`config.mk`:
```
export PLATFORM = sky130hd
export DESIGN_NAME = bram_bist
export DESIGN_NICKNAME = d
export VERILOG_FILES = /design/src/rtl/bram_bist_pkg.sv /design/src/rtl/bram_bist_cmp.sv /design/src/rtl/bram_bist.sv
export SDC_FILE = /design/constraint.sdc
export NUM_CORES = 1
export LEC_CHECK = 0
export CORE_MARGIN = 10
export CORE_UTILIZATION = 35
export DETAILED_ROUTE_END_ITERATION = 8
export GPL_TIMING_DRIVEN = 0
export PLACE_DENSITY_LB_ADDON = 0.15
export REMOVE_ABC_BUFFERS = 1
export SLEW_MARGIN = 10
export SYNTH_ARGS = -nofsm -noshare
export SYNTH_HDL_FRONTEND = slang
export SYNTH_HIERARCHICAL = 1
export SYNTH_SLANG_ARGS = --single-unit
```
`constraint.sdc`:
```
create_clock -name clk -period 5.23 [get_ports clk]
set_clock_uncertainty 0.1 [all_clocks]
set_input_delay 1.569 -clock clk [delete_from_list [all_inputs] [get_ports clk]]
set_output_delay 1.569 -clock clk [all_outputs]
set_load 0.01 [all_outputs]
```
`src/rtl/bram_bist_pkg.sv`:
```
// Shared types and the address-derived test pattern for the block-RAM self test.
package bram_bist_pkg;

  typedef enum logic [2:0] {
    IDLE  = 3'd0,
    WRITE = 3'd1,
    READ  = 3'd2,
    DRAIN = 3'd3,
    DONE  = 3'd4
  } state_e;

  // xorshift amounts used to scramble the address key
  localparam int unsigned SHIFT_A = 13;
  localparam int unsigned SHIFT_B = 17;
  localparam int unsigned SHIFT_C = 5;

  // 32-bit pattern for an address whose low byte is key; callers slice to DATA_W
  function automatic logic [31:0] bist_pattern(input logic [7:0] key);
    logic [31:0] x;
    x = {key, ~key, key, ~key};
    x = x ^ (x << SHIFT_A);
    x = x ^ (x >> SHIFT_B);
    x = x ^ (x << SHIFT_C);
    return x;
  endfunction

endpackage

```
`src/rtl/bram_bist_cmp.sv`:
```
// Read-data checker: delays each issued read address by RD_LAT clocks, then
// compares the returned word against the expected pattern and accumulates errors.
module bram_bist_cmp
  import bram_bist_pkg::*;
#(
  parameter int ADDR_W = 8,
  parameter int DATA_W = 18,
  parameter int RD_LAT = 1
) (
  input  logic              clk,
  input  logic              resetn,
  input  logic              clear,
  input  logic              rd_valid,
  input  logic [ADDR_W-1:0] rd_addr,
  input  logic [DATA_W-1:0] mem_rd_data,
  output logic [15:0]       err_count,
  output logic [ADDR_W-1:0] first_err_addr,
  output logic              err_zero_next
);

  logic [RD_LAT-1:0] vld_r;
  logic [ADDR_W-1:0] adr_r [RD_LAT];
  logic [15:0]       err_r;
  logic [15:0]       err_n;
  logic [ADDR_W-1:0] first_r;
  logic [ADDR_W-1:0] first_n;
  logic [DATA_W-1:0] exp_s;
  logic              mismatch_s;

  // Expected word, mismatch detect and next error-count / first-address values
  always_comb begin
    exp_s      = DATA_W'(bist_pattern(8'(adr_r[RD_LAT-1])));
    mismatch_s = vld_r[RD_LAT-1] && (mem_rd_data != exp_s);
    err_n      = err_r;
    first_n    = first_r;
    if (clear) begin
      err_n   = 16'h0000;
      first_n = '0;
    end else if (mismatch_s) begin
      if (err_r != 16'hFFFF) begin
        err_n = err_r + 16'h0001;
      end else begin
        err_n = err_r;
      end
      // addresses ascend, so the first mismatch of a pass is also the lowest
      if (err_r == 16'h0000) begin
        first_n = adr_r[RD_LAT-1];
      end else begin
        first_n = first_r;
      end
    end else begin
      err_n   = err_r;
      first_n = first_r;
    end
    err_zero_next = (err_n == 16'h0000);
  end

  // Address/valid delay line aligned to the memory read latency
  always_ff @(posedge clk) begin
    if (!resetn) begin
      vld_r <= '0;
      for (int i = 0; i < RD_LAT; i++) begin
        adr_r[i] <= '0;
      end
    end else begin
      vld_r[0] <= rd_valid;
      adr_r[0] <= rd_addr;
      for (int i = 1; i < RD_LAT; i++) begin
        vld_r[i] <= vld_r[i-1];
        adr_r[i] <= adr_r[i-1];
      end
    end
  end

  // Error accumulators
  always_ff @(posedge clk) begin
    if (!resetn) begin
      err_r   <= 16'h0000;
      first_r <= '0;
    end else begin
      err_r   <= err_n;
      first_r <= first_n;
    end
  end

  assign err_count      = err_r;
  assign first_err_addr = first_r;

endmodule

```
`src/rtl/bram_bist.sv`:
```
// Block-RAM built-in self test: optionally writes an address-derived pattern
// over the whole memory, reads it back and reports mismatches.
module bram_bist
  import bram_bist_pkg::*;
#(
  parameter int ADDR_W = 8,
  parameter int DATA_W = 18,
  parameter int RD_LAT = 1
) (
  input  logic              clk,
  input  logic              resetn,
  input  logic              start,
  input  logic              mode,
  output logic              busy,
  output logic              done,
  output logic              pass,
  output logic [15:0]       err_count,
  output logic [ADDR_W-1:0] first_err_addr,
  output logic              mem_wr_en,
  output logic [ADDR_W-1:0] mem_wr_addr,
  output logic [DATA_W-1:0] mem_wr_data,
  output logic [ADDR_W-1:0] mem_rd_addr,
  input  logic [DATA_W-1:0] mem_rd_data
);

  localparam logic [ADDR_W-1:0] LAST_ADDR  = {ADDR_W{1'b1}};
  localparam logic [1:0]        DRAIN_LAST = 2'(RD_LAT - 1);

  state_e            state_r;
  state_e            state_n;
  logic [ADDR_W-1:0] addr_r;
  logic [ADDR_W-1:0] addr_n;
  logic [1:0]        drain_r;
  logic [1:0]        drain_n;
  logic              accept_s;
  logic              busy_r;
  logic              done_r;
  logic              pass_r;
  logic              wr_en_r;
  logic [ADDR_W-1:0] wr_addr_r;
  logic [DATA_W-1:0] wr_data_r;
  logic [ADDR_W-1:0] rd_addr_r;
  logic [DATA_W-1:0] wr_pat_s;
  logic              err_zero_next_s;

  // Next-state, address counter and drain counter
  always_comb begin
    state_n  = state_r;
    addr_n   = addr_r;
    drain_n  = drain_r;
    accept_s = 1'b0;
    case (state_r)
      IDLE, DONE: begin
        if (start) begin
          accept_s = 1'b1;
          state_n  = mode ? WRITE : READ;
          addr_n   = '0;
          drain_n  = 2'd0;
        end else begin
          state_n = state_r;
        end
      end
      WRITE: begin
        if (addr_r == LAST_ADDR) begin
          state_n = READ;
          addr_n  = '0;
        end else begin
          addr_n = addr_r + ADDR_W'(1'b1);
        end
      end
      READ: begin
        if (addr_r == LAST_ADDR) begin
          state_n = DRAIN;
          addr_n  = '0;
          drain_n = 2'd0;
        end else begin
          addr_n = addr_r + ADDR_W'(1'b1);
        end
      end
      DRAIN: begin
        if (drain_r == DRAIN_LAST) begin
          state_n = DONE;
        end else begin
          drain_n = drain_r + 2'd1;
        end
      end
      default: begin
        state_n = IDLE;
        addr_n  = '0;
        drain_n = 2'd0;
      end
    endcase
    wr_pat_s = DATA_W'(bist_pattern(8'(addr_n)));
  end

  // State register and registered outputs, all derived from the next state
  always_ff @(posedge clk) begin
    if (!resetn) begin
      state_r   <= IDLE;
      addr_r    <= '0;
      drain_r   <= 2'd0;
      busy_r    <= 1'b0;
      done_r    <= 1'b0;
      pass_r    <= 1'b0;
      wr_en_r   <= 1'b0;
      wr_addr_r <= '0;
      wr_data_r <= '0;
      rd_addr_r <= '0;
    end else begin
      state_r   <= state_n;
      addr_r    <= addr_n;
      drain_r   <= drain_n;
      busy_r    <= (state_n == WRITE) || (state_n == READ) || (state_n == DRAIN);
      done_r    <= (state_n == DONE);
      pass_r    <= (state_n == DONE) && err_zero_next_s;
      wr_en_r   <= (state_n == WRITE);
      wr_addr_r <= (state_n == WRITE) ? addr_n : '0;
      wr_data_r <= (state_n == WRITE) ? wr_pat_s : '0;
      rd_addr_r <= (state_n == READ) ? addr_n : '0;
    end
  end

  bram_bist_cmp #(
    .ADDR_W (ADDR_W),
    .DATA_W (DATA_W),
    .RD_LAT (RD_LAT)
  ) u_cmp (
    .clk            (clk),
    .resetn         (resetn),
    .clear          (accept_s),
    .rd_valid       (state_r == READ),
    .rd_addr        (rd_addr_r),
    .mem_rd_data    (mem_rd_data),
    .err_count      (err_count),
    .first_err_addr (first_err_addr),
    .err_zero_next  (err_zero_next_s)
  );

  assign busy        = busy_r;
  assign done        = done_r;
  assign pass        = pass_r;
  assign mem_wr_en   = wr_en_r;
  assign mem_wr_addr = wr_addr_r;
  assign mem_wr_data = wr_data_r;
  assign mem_rd_addr = rd_addr_r;

endmodule

```
==> results.yml <==
sta:
  worstMarginPinSlew_ns: 0.830
  fin_ws_ns: 0.524
  slew_headroom: 0.445
  final.period_utilization: 0.900
  max_freq_ghz: 0.212
  hold-worst-slack_ns: 0.362
  fin_crit_ns: 4.71
  drv_slew: 0
  finalHoldViolCount: 0
  setup_violations: 0
  rsz0062_at_grt: "false"
cells_and_area:
  fill_cells: 1255
  areaGrowthSynthToFinish_pct: 27.3
  layout_commonest_cell: "dfxtp_1"
  fin_cells: 714
  design_area_um2: 5680
  diodes: 0
  final_cell_mix: "dfxtp_1 (84), clkdlybuf4s50_1 (83), nor2_1 (66)"
  layout.nets: 563
  drive_gt1_frac: 0.0867
synthesis:
  synth_edf_count: 0
  synth_area_leader_cell: "dfxtp_1"
  avgSynthCellArea_um2: 9.62
  async_reset_ff_frac: 0
  yosys_warnings: 6
  synth_top_family_by_area: "simple AND/OR/NAND/NOR gates"
  ys_seq_elements: 84
  synthDominantCellAreaShare: 0.377
  synthSimpleGateAreaFrac: 0.241
  ys_seq_area_frac: 0.377
  synth-main-ff-cell: "dfxtp_1"
  syn_area_um2: 4460
  ys_types: 78
  synth_cells: 464
  synthTopCellsByArea: "dfxtp_1 (38%), xnor2_1 (5.7%), nor2_1 (5.6%), xnor3_1 (4.5%), xor2_1 (3.9%)"
  synth-xor-area-share: 0.169
  synthAdderAreaFrac: 0.0112
  synth_compound_area_frac: 0.116
  muxShareOfSynthArea: 0.0460
cts:
  cts_buffers: 9
  worst_skew_pair.late_latency_ns: 0.35
  ctsHoldBuffers: 0
  cts-root-buf: "clkbuf_16"
  clk_pin_slew_ns: 0.06
  cts_tree: "built"
  clock_path_buffers: 2
  clkSinkCount: 84
  htreeDepth: 3
  post_cts_buffers: 0
  cts_resized: 0
place:
  pre_cts_ws_ns: 0.147
  io_buffers: 83
  dp_hpwl_mm: 8.16
  post_dp_cell_area_um2: 5400
  place_inst: 698
  globalplace.congestion: 0.825
critical_path:
  worstRegToRegCells: 9
  worstSetupEndpointType: "flip-flop"
  critPathRequiredTime_ns: 5.42
  path_class: "input pin to flip-flop"
  r2r_setup_slack_ns: 1.58
  crit_path_start_kind: "input pin"
  cp.arrival_ns: 4.90
  worstPathMaxFanout: 16
floorplanning:
  start_util: 0.355
  die_h_um: 133
  die_w_um: 133
  ios: 84
  rows: 41
  fp.dieArea_um2: 17700
  core_region_area_um2: 12600
min_path:
  whs_path_depth: 1
  hp-class: "flip-flop to flip-flop"
power_and_ir_drop:
  powerDensity_nw_per_um2: 248
  p_leak_nw: 2.13
  peakVddDrop_uv: 162
route:
  ant_nets: 0
  avgRoutedWirePerCell_um: 15.6
  vias: 3456
  drtPass1Iterations: 4
  viasPerCell: 4.84
  drcViolationCount: 0
  postRouteWirelength_mm: 11.2
  first_iter_violations: 242
flow_run:
  maxCapViolCount: 0
status:
  status: "complete, no violations"
global_routing:
  grt.met2_usage: 0.198
  grt_pass1_wl_mm: 18.1
  grt_pass1_vias: 3343
  grt_use_met1: 0.162
  grt-ovfl-total: 0
  met3_usage: 0.0405
  gr-usage-all-layers: 0.127
  grt_antenna_before_repair: 0
  busiest_layer: "met2"
  grt_start_max_net_pins: 28
-- sequential cells by signal, indices dropped and copies added, names as in the netlist, 2 cells and up --
register              flops
u_cmp/adr_r               8
u_cmp/first_err_addr      8
mem_wr_addr               8
addr_r                    8
mem_wr_data              18
u_cmp/err_count          16
mem_rd_addr               8
drain_r                   2
state_r                   3
-- through the flow --
step | power (W) | setup TNS, ns | utilization
2_1_floorplan | 0.000764 | 0 | -
3_3_place_gp | 0.000823 | -0.892 | 0.429
3_5_place_dp | 0.000824 | 0 | 0.430
4_1_cts | 0.00143 | 0 | 0.452
5_1_grt | 0.00147 | 0 | 0.452
6_report | 0.00141 | 0 | 0.452
-- layer usage --
| metal | up-vias | share of wire |
|---|---|---|
| li1 | 1765 | - |
| met1 | 1594 | 0.47 |
| met2 | 87 | 0.46 |
| met3 | 10 | 0.063 |
| met4 | 0 | 0.012 |
| met5 | - | 0 |
-- final cells by class --
type	instances	area (um^2)	area share
multi-input combinational	344	2610	0.460
sequential	84	1680	0.296
timing repair buffer	84	838	0.148
clock buffer	10	229	0.0403
tap	172	215	0.0379
inverter	14	52.6	0.00926
clock inverter	6	48.8	0.00859
-- cells by family after synthesis --
| family | count (synthesis) |
|---|---|
| flops | 84 |
| buf+inv | 36 |
| compound gates | 60 |
| xor+xnor | 64 |
| mux | 19 |
| simple gates | 197 |
| fa+ha+maj | 4 |
-- critical path: stages --
cell	delay, ns
clkdlybuf4s50_1	0.42
xnor2_1	0.14
or3_1	0.38
a222oi_1	0.54
nand2_1	0.25
o21ai_2	0.66
mux2_2	0.29
nand4_1	0.13
o41ai_2	0.35
and2_1	0.16
-- worst paths after layout --
| kind | from | endpoint |
|---|---|---|
| max | mem_rd_data[0] | pass |
| min | mem_rd_addr[7] | u_cmp/adr_r[0][7] |
| max reg2reg | u_cmp/adr_r[0][1] | pass |
| min reg2reg | mem_rd_addr[7] | u_cmp/adr_r[0][7] |
-- power by group --
part           switching (W)  internal [W]
Clock               0.000273      0.000326
Combinational      0.0000734     0.0000744
Sequential        0.00000939      0.000652
-- synth_stat cells (3+ instances only) --
cell type  instances
nor3_1             3
nand3_1           19
dfxtp_1           84
nand3b_1           3
inv_1             14
ha_1               4
nand4_1            7
o211ai_1           4
nor4b_1            5
clkbuf_1           9
xor2_1            20
mux2_1             3
nor2_1            66
and2_1            22
and3_1            10
and4_1             4
a21o_1             3
xnor3_1            9
nor2b_1           11
a21oi_1           12
o21ai_0            8
buf_2              7
nor3b_1            4
nand2b_1           4
or3_1              4
xnor2_1           29
nand2_1           17
mux2i_1           12
buf_6              3
Note: power is estimated with default switching activity, not from simulation.
